--- config.mk ---
export PLATFORM = sky130hd
export DESIGN_NAME = spmmio_tape_enc
export DESIGN_NICKNAME = d
export VERILOG_FILES = /design/src/rtl/spmmio_tape_enc.sv
export SDC_FILE = /design/constraint.sdc
export NUM_CORES = 1
export LEC_CHECK = 0
export ABC_AREA = 1
export CORE_MARGIN = 2
export CORE_UTILIZATION = 50
export CTS_BUF_LIST = sky130_fd_sc_hd__clkbuf_2 sky130_fd_sc_hd__clkbuf_4 sky130_fd_sc_hd__clkbuf_8
export DETAILED_ROUTE_END_ITERATION = 12
export GPL_TIMING_DRIVEN = 0
export PLACE_DENSITY = 0.72
export REMOVE_ABC_BUFFERS = 1
export SETUP_SLACK_MARGIN = 0.1
export SLEW_MARGIN = 15
export SYNTH_ARGS = -nofsm -noshare
export SYNTH_HDL_FRONTEND = slang
export SYNTH_SLANG_ARGS = --single-unit
--- constraint.sdc ---
create_clock -name clk -period 5 [get_ports clk]
set_input_delay 1 -clock clk [delete_from_list [all_inputs] [get_ports clk]]
set_output_delay 1 -clock clk [all_outputs]
set_load 0.01 [all_outputs]
--- src/rtl/spmmio_tape_enc.sv ---
// spmmio_tape_enc: MMIO byte FIFO feeding an FM-coded TI-99 cassette waveform (tape_bit/tape_audio).
// Define TAPE_ENC_LEADER_EN to add the LEADER register (adr3) that prepends 8'h00 leader bytes.
module spmmio_tape_enc #(
    parameter int          FIFO_DEPTH = 16,
    parameter logic [11:0] CELL_RESET = 12'h880,
    parameter logic [15:0] AMPLITUDE  = 16'h4000
) (
    input  logic               clk,
    input  logic               reset,
    input  logic               clk_3mhz_en,
    input  logic [0:1]         adr,
    input  logic               cs,
    input  logic [0:3]         sel,
    input  logic               we,
    input  logic [0:31]        d,
    output logic [0:31]        q,
    output logic signed [0:15] tape_audio,
    output logic               tape_bit,
    input  logic               cs1_cntrl
);

    localparam int          AW        = (FIFO_DEPTH > 1) ? $clog2(FIFO_DEPTH) : 1;
    localparam logic [AW:0] DEPTH_CNT = (AW+1)'(FIFO_DEPTH);
    localparam logic [11:0] CELL_MIN  = 12'd16;
    localparam logic [15:0] AMP_NEG   = ~AMPLITUDE + 16'd1;

    typedef enum logic [0:0] {IDLE, SEND} state_t;

    state_t      state, state_n;
    logic        enable;
    logic [11:0] cell_len;
    logic        overflow;

    logic        wr_cs, ctrl_wr, flush, push_req, cell_wr;
    logic        push_ok, pop, full, empty, src_avail, run;
    logic [7:0]  fill;

    logic [7:0]    mem [FIFO_DEPTH];
    logic [AW-1:0] wr_ptr, rd_ptr;
    logic [AW:0]   count;

    logic [11:0] cnt, cnt_n;
    logic [11:0] cell_cur, cell_cur_n;
    logic [2:0]  bitcnt, bitcnt_n;
    logic [0:7]  shreg, shreg_n;
    logic        bit_n;
    logic [15:0] audio_n;

    assign wr_cs    = cs & we;
    assign ctrl_wr  = wr_cs & (adr == 2'd0) & sel[1];
    assign flush    = ctrl_wr & d[14];
    assign push_req = wr_cs & (adr == 2'd1) & sel[3];
    assign cell_wr  = wr_cs & (adr == 2'd2) & sel[2] & sel[3];

    assign full    = (count == DEPTH_CNT);
    assign empty   = (count == '0);
    assign fill    = 8'(count);
    // A full FIFO still accepts a byte when the encoder pops in the same clock.
    assign push_ok = push_req & ~flush & (~full | pop);
    assign run     = enable & cs1_cntrl;

`ifdef TAPE_ENC_LEADER_EN
    logic [15:0] leader_cnt;
    logic        leader_wr, leader_take;

    assign leader_wr = wr_cs & (adr == 2'd3) & sel[2] & sel[3];
    assign src_avail = ~empty | (leader_cnt != 16'd0);

    always_ff @(posedge clk or posedge reset) begin
        if (reset)
            leader_cnt <= 16'd0;
        else if (flush)
            leader_cnt <= 16'd0;
        else if (leader_wr)
            leader_cnt <= d[16:31];
        else if (leader_take)
            leader_cnt <= leader_cnt - 16'd1;
    end

    logic unused_bits;
    assign unused_bits = ^{sel[0], d[0:13]};
`else
    assign src_avail = ~empty;

    logic unused_bits;
    assign unused_bits = ^{sel[0], d[0:13], d[16:19]};
`endif

    always_ff @(posedge clk or posedge reset) begin
        if (reset) begin
            enable   <= 1'b0;
            cell_len <= CELL_RESET;
        end else begin
            if (ctrl_wr)
                enable <= d[15];
            if (cell_wr)
                cell_len <= (d[20:31] < CELL_MIN) ? CELL_MIN : d[20:31];
        end
    end

    always_ff @(posedge clk) begin
        if (push_ok)
            mem[wr_ptr] <= d[24:31];
    end

    always_ff @(posedge clk or posedge reset) begin
        if (reset) begin
            wr_ptr   <= '0;
            rd_ptr   <= '0;
            count    <= '0;
            overflow <= 1'b0;
        end else if (flush) begin
            wr_ptr   <= '0;
            rd_ptr   <= '0;
            count    <= '0;
            overflow <= 1'b0;
        end else begin
            if (push_ok)
                wr_ptr <= wr_ptr + AW'(1);
            if (pop)
                rd_ptr <= rd_ptr + AW'(1);
            case ({push_ok, pop})
                2'b10:   count <= count + 1'b1;
                2'b01:   count <= count - 1'b1;
                default: count <= count;
            endcase
            if (push_req && full && !pop)
                overflow <= 1'b1;
        end
    end

    // Encoder: cnt runs 0..cell_cur-1; each cell boundary toggles, a '1' also toggles at cnt==cell_cur/2.
    always_comb begin
        state_n    = state;
        cnt_n      = cnt;
        cell_cur_n = cell_cur;
        bitcnt_n   = bitcnt;
        shreg_n    = shreg;
        bit_n      = tape_bit;
        pop        = 1'b0;
`ifdef TAPE_ENC_LEADER_EN
        leader_take = 1'b0;
`endif
        if (clk_3mhz_en) begin
            case (state)
                IDLE: begin
                    if (run && src_avail) begin
                        state_n    = SEND;
                        cnt_n      = 12'd0;
                        bitcnt_n   = 3'd0;
                        cell_cur_n = cell_len;
                        bit_n      = ~tape_bit;
`ifdef TAPE_ENC_LEADER_EN
                        if (leader_cnt != 16'd0) begin
                            shreg_n     = 8'h00;
                            leader_take = 1'b1;
                        end else
`endif
                        begin
                            shreg_n = mem[rd_ptr];
                            pop     = 1'b1;
                        end
                    end
                end
                SEND: begin
                    if (!run) begin
                        state_n = IDLE;
                    end else begin
                        cnt_n = cnt + 12'd1;
                        if ((cnt == (cell_cur >> 1)) && shreg[0])
                            bit_n = ~tape_bit;
                        if (cnt == cell_cur - 12'd1) begin
                            cnt_n      = 12'd0;
                            cell_cur_n = cell_len;
                            shreg_n    = {shreg[1:7], 1'b0};
                            if (bitcnt != 3'd7) begin
                                bit_n    = ~tape_bit;
                                bitcnt_n = bitcnt + 3'd1;
                            end else if (src_avail) begin
                                bit_n    = ~tape_bit;
                                bitcnt_n = 3'd0;
`ifdef TAPE_ENC_LEADER_EN
                                if (leader_cnt != 16'd0) begin
                                    shreg_n     = 8'h00;
                                    leader_take = 1'b1;
                                end else
`endif
                                begin
                                    shreg_n = mem[rd_ptr];
                                    pop     = 1'b1;
                                end
                            end else begin
                                state_n = IDLE;
                            end
                        end
                    end
                end
                default: state_n = IDLE;
            endcase
        end
        audio_n = 16'd0;
        if (state_n == SEND && cs1_cntrl)
            audio_n = bit_n ? AMPLITUDE : AMP_NEG;
    end

    always_ff @(posedge clk or posedge reset) begin
        if (reset) begin
            state      <= IDLE;
            cnt        <= 12'd0;
            cell_cur   <= CELL_RESET;
            bitcnt     <= 3'd0;
            shreg      <= 8'h00;
            tape_bit   <= 1'b0;
            tape_audio <= 16'sd0;
        end else begin
            state      <= state_n;
            cnt        <= cnt_n;
            cell_cur   <= cell_cur_n;
            bitcnt     <= bitcnt_n;
            shreg      <= shreg_n;
            tape_bit   <= bit_n;
            tape_audio <= audio_n;
        end
    end

    always_comb begin
        q = '0;
        case (adr)
            2'd0: begin
                q[15] = enable;
                q[14] = (state != IDLE);
            end
            2'd1: begin
                q[0:7] = fill;
                q[8]   = full;
                q[9]   = empty;
                q[10]  = overflow;
            end
            2'd2: q[20:31] = cell_len;
            default: begin
`ifdef TAPE_ENC_LEADER_EN
                q[16:31] = leader_cnt;
`endif
            end
        endcase
    end

endmodule

; Word-level counts from Yosys, hierarchy flattened
; Memories as Yosys holds them, arrays and structs flattened.
; Index checks and enable logic that the tools add are counted.
[totals]
word_cells = 123
input_bits = 44
out_inout_bits = 49
mem_bits_rw = 128
mem_count = 1
regBits = 80
[mem_list]
columns = name, words, word_bits, read_ports, rd_ports_with_merged_regs, write_ports, line
row1 = mem, 16, 8, 1, 0, 1, 38  ; logic [7:0] mem [FIFO_DEPTH];
[op_classes]
muxes = 56
n_reduce_logical = 15
bitwise_logic = 18
addsub = 7
magnitude_cmp = 1
eq_ne = 12
[ops]
columns = operator, count
row1 = two-way mux 12 bit, 8
row2 = two-way mux 8 bit, 6
row3 = case mux 12 bit (2 select lines), 2
row4 = two-way mux 16 bit, 2
row5 = two-way mux 1 bit, 21
row6 = two-way mux 4 bit, 4
row7 = case mux 8 bit (2 select lines), 1
row8 = two-way mux 3 bit, 5
row9 = "adder 12 x 1 -> 12 bit, second input constant", 1
row10 = AND 1 bit, 12
row11 = equality test 12 x 11 -> 1 bit, 1
row12 = equality test 12 bit, 1
row13 = "< comparator 12 x 5 -> 1 bit, second input constant", 1
row14 = "subtractor 12 x 1 -> 12 bit, second input constant", 1
row15 = case mux 5 bit (2 select lines), 1
row16 = "adder 4 x 1 -> 4 bit, second input constant", 2
row17 = case mux 1 bit (2 select lines), 3
row18 = case mux 3 bit (2 select lines), 1
row19 = nonzero test 2 bit, 3
row20 = "adder 5 x 1 -> 5 bit, second input constant", 1
row21 = "equality test 5 bit, second input constant", 1
row22 = logical AND 1 bit, 5
row23 = zero test 5 bit, 1
row24 = two-way mux 5 bit, 1
row25 = 17 further kinds, 24

; Logic depth before layout (Yosys ltp)
[logic_depth]
depth_word = 12
ltp_mapped = 24
mapped_depth_nobuf = 24

; Least setup slack after synthesis
; OpenSTA, ideal clock, no wires.
[synth_timing]
path_type = input to register
startpoint = input port cs1_cntrl
endpoint = memory mem[11][0], enable pin
path_buffers = 0
arrival_ns = 2.347
cell_stages = 8
setup_time_ns = 0.370
path_slack_ns = 2.283
required_time_ns = 4.630
cell_sequence = nand2_1 > nor2_1 > nand2_1 > nor2_4 > nand2_8 > a21oi_4 > nand2_1 > nor2_1
[synth_via]
elab_chain_len = 9
elab_cells_between_ends = 10
cone_classes = 6 x mux / 3 x bitwise / 1 x reduce/logical
[synth_lines]
columns = item, line
row1 = "start, declared", 19  ; input logic cs1_cntrl
row2 = AND 1 bit (*), 60  ; assign run = enable & cs1_cntrl;
row3 = logical AND 1 bit, 147  ; if (run && src_avail) begin
row4 = two-way mux 1 bit, 147
row5 = case mux 1 bit (2 select lines) (*), 145  ; case (state)
row6 = two-way mux 1 bit (*), 144  ; if (clk_3mhz_en) begin
row7 = bitwise OR 1 bit (*), 59  ; assign push_ok = push_req & ~flush & (~full | pop);
row8 = AND 1 bit (*), 59
row9 = two-way mux 1 bit (*), 102  ; if (push_ok)
row10 = two-way mux 1 bit (implied by the code) (*), 103  ; mem[wr_ptr] <= d[24:31];
row11 = "end, declared", 38
; Every way passes the cells marked *; elsewhere a longest branch is shown, timed or not.

; Worst setup path after layout
[layout_timing]
startpoint = input port adr[0] in the netlist's numbering
endpoint = output port q[27] in the netlist's numbering
[layout_via]
elab_chain_len = 2
[layout_lines]
columns = item, line
row1 = "start, declared", 11  ; input logic [0:1] adr,
row2 = equality test 2 bit, 228  ; case (adr)
row3 = two-way mux 12 bit, 228
row4 = "end, declared", 16  ; output logic [0:31] q,
; Every way passes these cells.

==> flow_metrics.env <==
export IMPL_cts_max_level=4
export IMPL_synthTopCellsByArea="edfxtp_1, dfrtp_1, nor2_1"
export IMPL_syn_area_per_cell_um2=9.904
export IMPL_initial_core_util=0.5094
export IMPL_crit_path_start_kind="primary input"
export IMPL_cellLeakagePower_nw=3.936
export IMPL_power_frac_comb=0.347
export IMPL_ant_nets=0
export IMPL_relSlewSlack=0.1614
export IMPL_worstPathRequired_ns=4.00
export IMPL_syn_inst=924
export IMPL_crit_start="adr[0]"
export IMPL_yosys_area_top_type="edfxtp_1"
export IMPL_synthTopCellsByCount="nor2_1, nand2_1, edfxtp_1, o21ai_0, inv_1"
export IMPL_grtUsageTotal=0.2172
export IMPL_fin_nets=1016
export IMPL_yosys_most_used_dff="edfxtp_1"
export IMPL_die_area_mm2=0.01940
export IMPL_whs_ns=0.4951
export IMPL_crit_type="primary input to primary output"
export IMPL_p_sw_frac=0.4097
export IMPL_skew_ns=0.01467
export IMPL_cts_buffers=17
export IMPL_gp_congestion=0.8717
export IMPL_wirelength_um=20550
export IMPL_clock_fmax_mhz=270.8
export IMPL_antenna_found_initial=0
export IMPL_hold_class="flop to flop"
export IMPL_yosysUniqueCellTypes=44
export IMPL_worstHoldStart="shreg[5]"
export IMPL_via_per_inst=5.467
export IMPL_reg2regPathDepth=14
export IMPL_grt_pass1_wl_um=32890
export IMPL_cts_tree="yes"
export IMPL_ys_seq_elements=194
export IMPL_syn_to_final_growth_pct=11.66
export IMPL_clock_root_buffer="clkbuf_8"
export IMPL_ir_drop_mv=0.2707
export IMPL_rrSetupSlack_ns=1.56
export IMPL_max_cap_violations=0
export IMPL_fp_dieH_um=139.3
export IMPL_tightest_slew_ns=1.258
export IMPL_period_share=0.7385
export IMPL_drv_slew=0
export IMPL_clk_pin_slew_ns=0.11
export IMPL_die_width_um=139.3
export IMPL_status="complete, no violations"
export IMPL_grt_pass1_vias=6217
export IMPL_grt_max_degree=50
export IMPL_path_max_fanout=12
export IMPL_yosys_warnings=0
export IMPL_crit_arrival_ns=2.69
export IMPL_dr_pass1_iters=5
export IMPL_drive_gt1_frac=0.08111
export IMPL_yosysSeqAreaShare=0.6010
export IMPL_insertion_delay_ns=0.47
export IMPL_pin_count=93
export IMPL_p_per_area_mw_per_mm2=493.5
export IMPL_clk_path_buf_depth=2
export IMPL_io_buffers=49
export IMPL_postCtsHoldBufs=0
export IMPL_num_vias=6577
export IMPL_drt_iter0_drc=468
export IMPL_switchingPower_w=0.002066
export IMPL_endpoint_kind="primary output"
export IMPL_dp_hpwl_um=13590
export IMPL_grt_ovfl_total=0
export IMPL_internal_power_w=0.002977
export IMPL_drcViolationCount=0
export IMPL_num_antenna_cells=0
export IMPL_ctsResizeCount=0
export IMPL_finalHoldViolCount=0
export IMPL_synth_area_mm2=0.009151
export IMPL_min_path_cells=2
export IMPL_fin_setup_tns_ns=0
export IMPL_cts_num_sinks=194
export IMPL_yosysMostFrequentCell="nor2_1"
export IMPL_power_frac_seq=0.443
export IMPL_synthArstFlopShare=0.3402
export IMPL_synthDominantCellAreaShare=0.4200
export IMPL_pwr_share_clk=0.209
export IMPL_synth_edff_count=128
export IMPL_wl_per_cell_um=17.08
export IMPL_rows=49
export IMPL_timing_final_crit_period_ns=3.693
export IMPL_postCtsSetupBuffers=0
export IMPL_rsz0062_at_grt="false"
export IMPL_setup_viol=0
export IMPL_fp_coreArea_mm2=0.01796
export IMPL_reg2reg_from="cell_cur[0]"
stage by stage:
step	power, W	instance area, um^2	std cells	util	setup slack [ns]
2_1_floorplan	0.003361	8929	890	-	2.011
3_3_place_gp	0.003903	9706	1168	0.5403	0.2646
3_5_place_dp	0.003994	9777	1171	0.5443	1.208
4_1_cts	0.005044	10210	1203	0.5684	1.280
5_1_grt	0.005372	10220	1203	0.5689	1.184
6_report	0.005043	10220	1203	0.5689	1.307
worst paths after layout:
| check | endpoint |
|---|---|
| max | q[27] |
| max reg2reg | mem[11][3] |
| min in group asynchronous | cell_len[1] |
| min reg2reg | shreg[5] |
| min | shreg[5] |
| max in group asynchronous | cell_cur[7] |
routing by layer:
| metal | global-route usage | part of all wire | routed length [um] | vias up |
|---|---|---|---|---|
| met5 | 0 | 0 | 0 | - |
| met4 | 0.07709 | 0.018 | 375 | 0 |
| met3 | 0.03235 | 0.060 | 1237 | 25 |
| met2 | 0.3537 | 0.49 | 9987 | 223 |
| met1 | 0.3001 | 0.44 | 8948 | 3135 |
| li1 | - | - | - | 3194 |
layout make-up:
cell class / instances / area (um^2)
clock inverter: 15 / 198.9
clock buffer: 17 / 234.0
tap: 229 / 286.5
inverter: 89 / 336.6
fill: 1520 / 7745
sequential: 194 / 5502
multi-input combinational: 607 / 3103
timing repair buffer: 52 / 558.0
placed cells by master (no fill, tap or decap), types with 2 or more instances in the layout:
cell type	count
inv_2	13
nor3_1	12
nand2_2	3
ha_1	11
nand2_8	2
nor2_2	6
xor2_1	12
buf_12	2
edfxtp_1	128
nor2_1	142
o21ai_1	13
a21oi_4	2
nor4_1	3
inv_6	4
clkdlybuf4s50_1	49
a21oi_1	9
clkinv_1	3
nor2_4	6
o21ai_0	105
nand2_1	140
dfstp_2	4
dfrtp_1	61
o221ai_1	26
a221oi_1	2
nand4_1	9
inv_8	4
o22ai_1	9
clkbuf_8	17
conb_1	24
o211ai_1	5
clkinv_8	5
nand3_1	49
inv_1	72
xnor2_1	5
cells by family after synthesis:
group / synth area share
other: 0.0004098
AND/OR/NAND/NOR: 0.1828
adder cells (fa/ha/maj): 0.01504
AO/OA/AOI/OAI: 0.1142
buffers and inverters: 0.07027
flip-flops: 0.6010
XOR/XNOR: 0.01627
power groups by stage:
stage | sequential, W | combinational [W] | clock, W
finish | 0.00224 | 0.00175 | 0.00106
global route | 0.00227 | 0.00197 | 0.00112
CTS | 0.00223 | 0.00174 | 0.00107
detailed placement | 0.00226 | 0.00173 | 0
global placement | 0.00229 | 0.00161 | 0
floorplan | 0.00218 | 0.00119 | 0
worst max-delay path, stage by stage:
cell and delay, ns:
clkdlybuf4s50_1 0.50, inv_1 0.05, nor2_1 0.15, inv_1 0.24, nor2_1 0.19, clkdlybuf4s50_1 0.56
state kept, by name, summed over array words and instances (netlist names):
register,cells
mem,128
cell_cur,12
cell_len,12
cnt,12
shreg,8
count,5
rd_ptr,4
wr_ptr,4
bitcnt,3
tape_audio,2
enable,1
overflow,1
state,1
tape_bit,1
(Power assumes the default switching activity.)
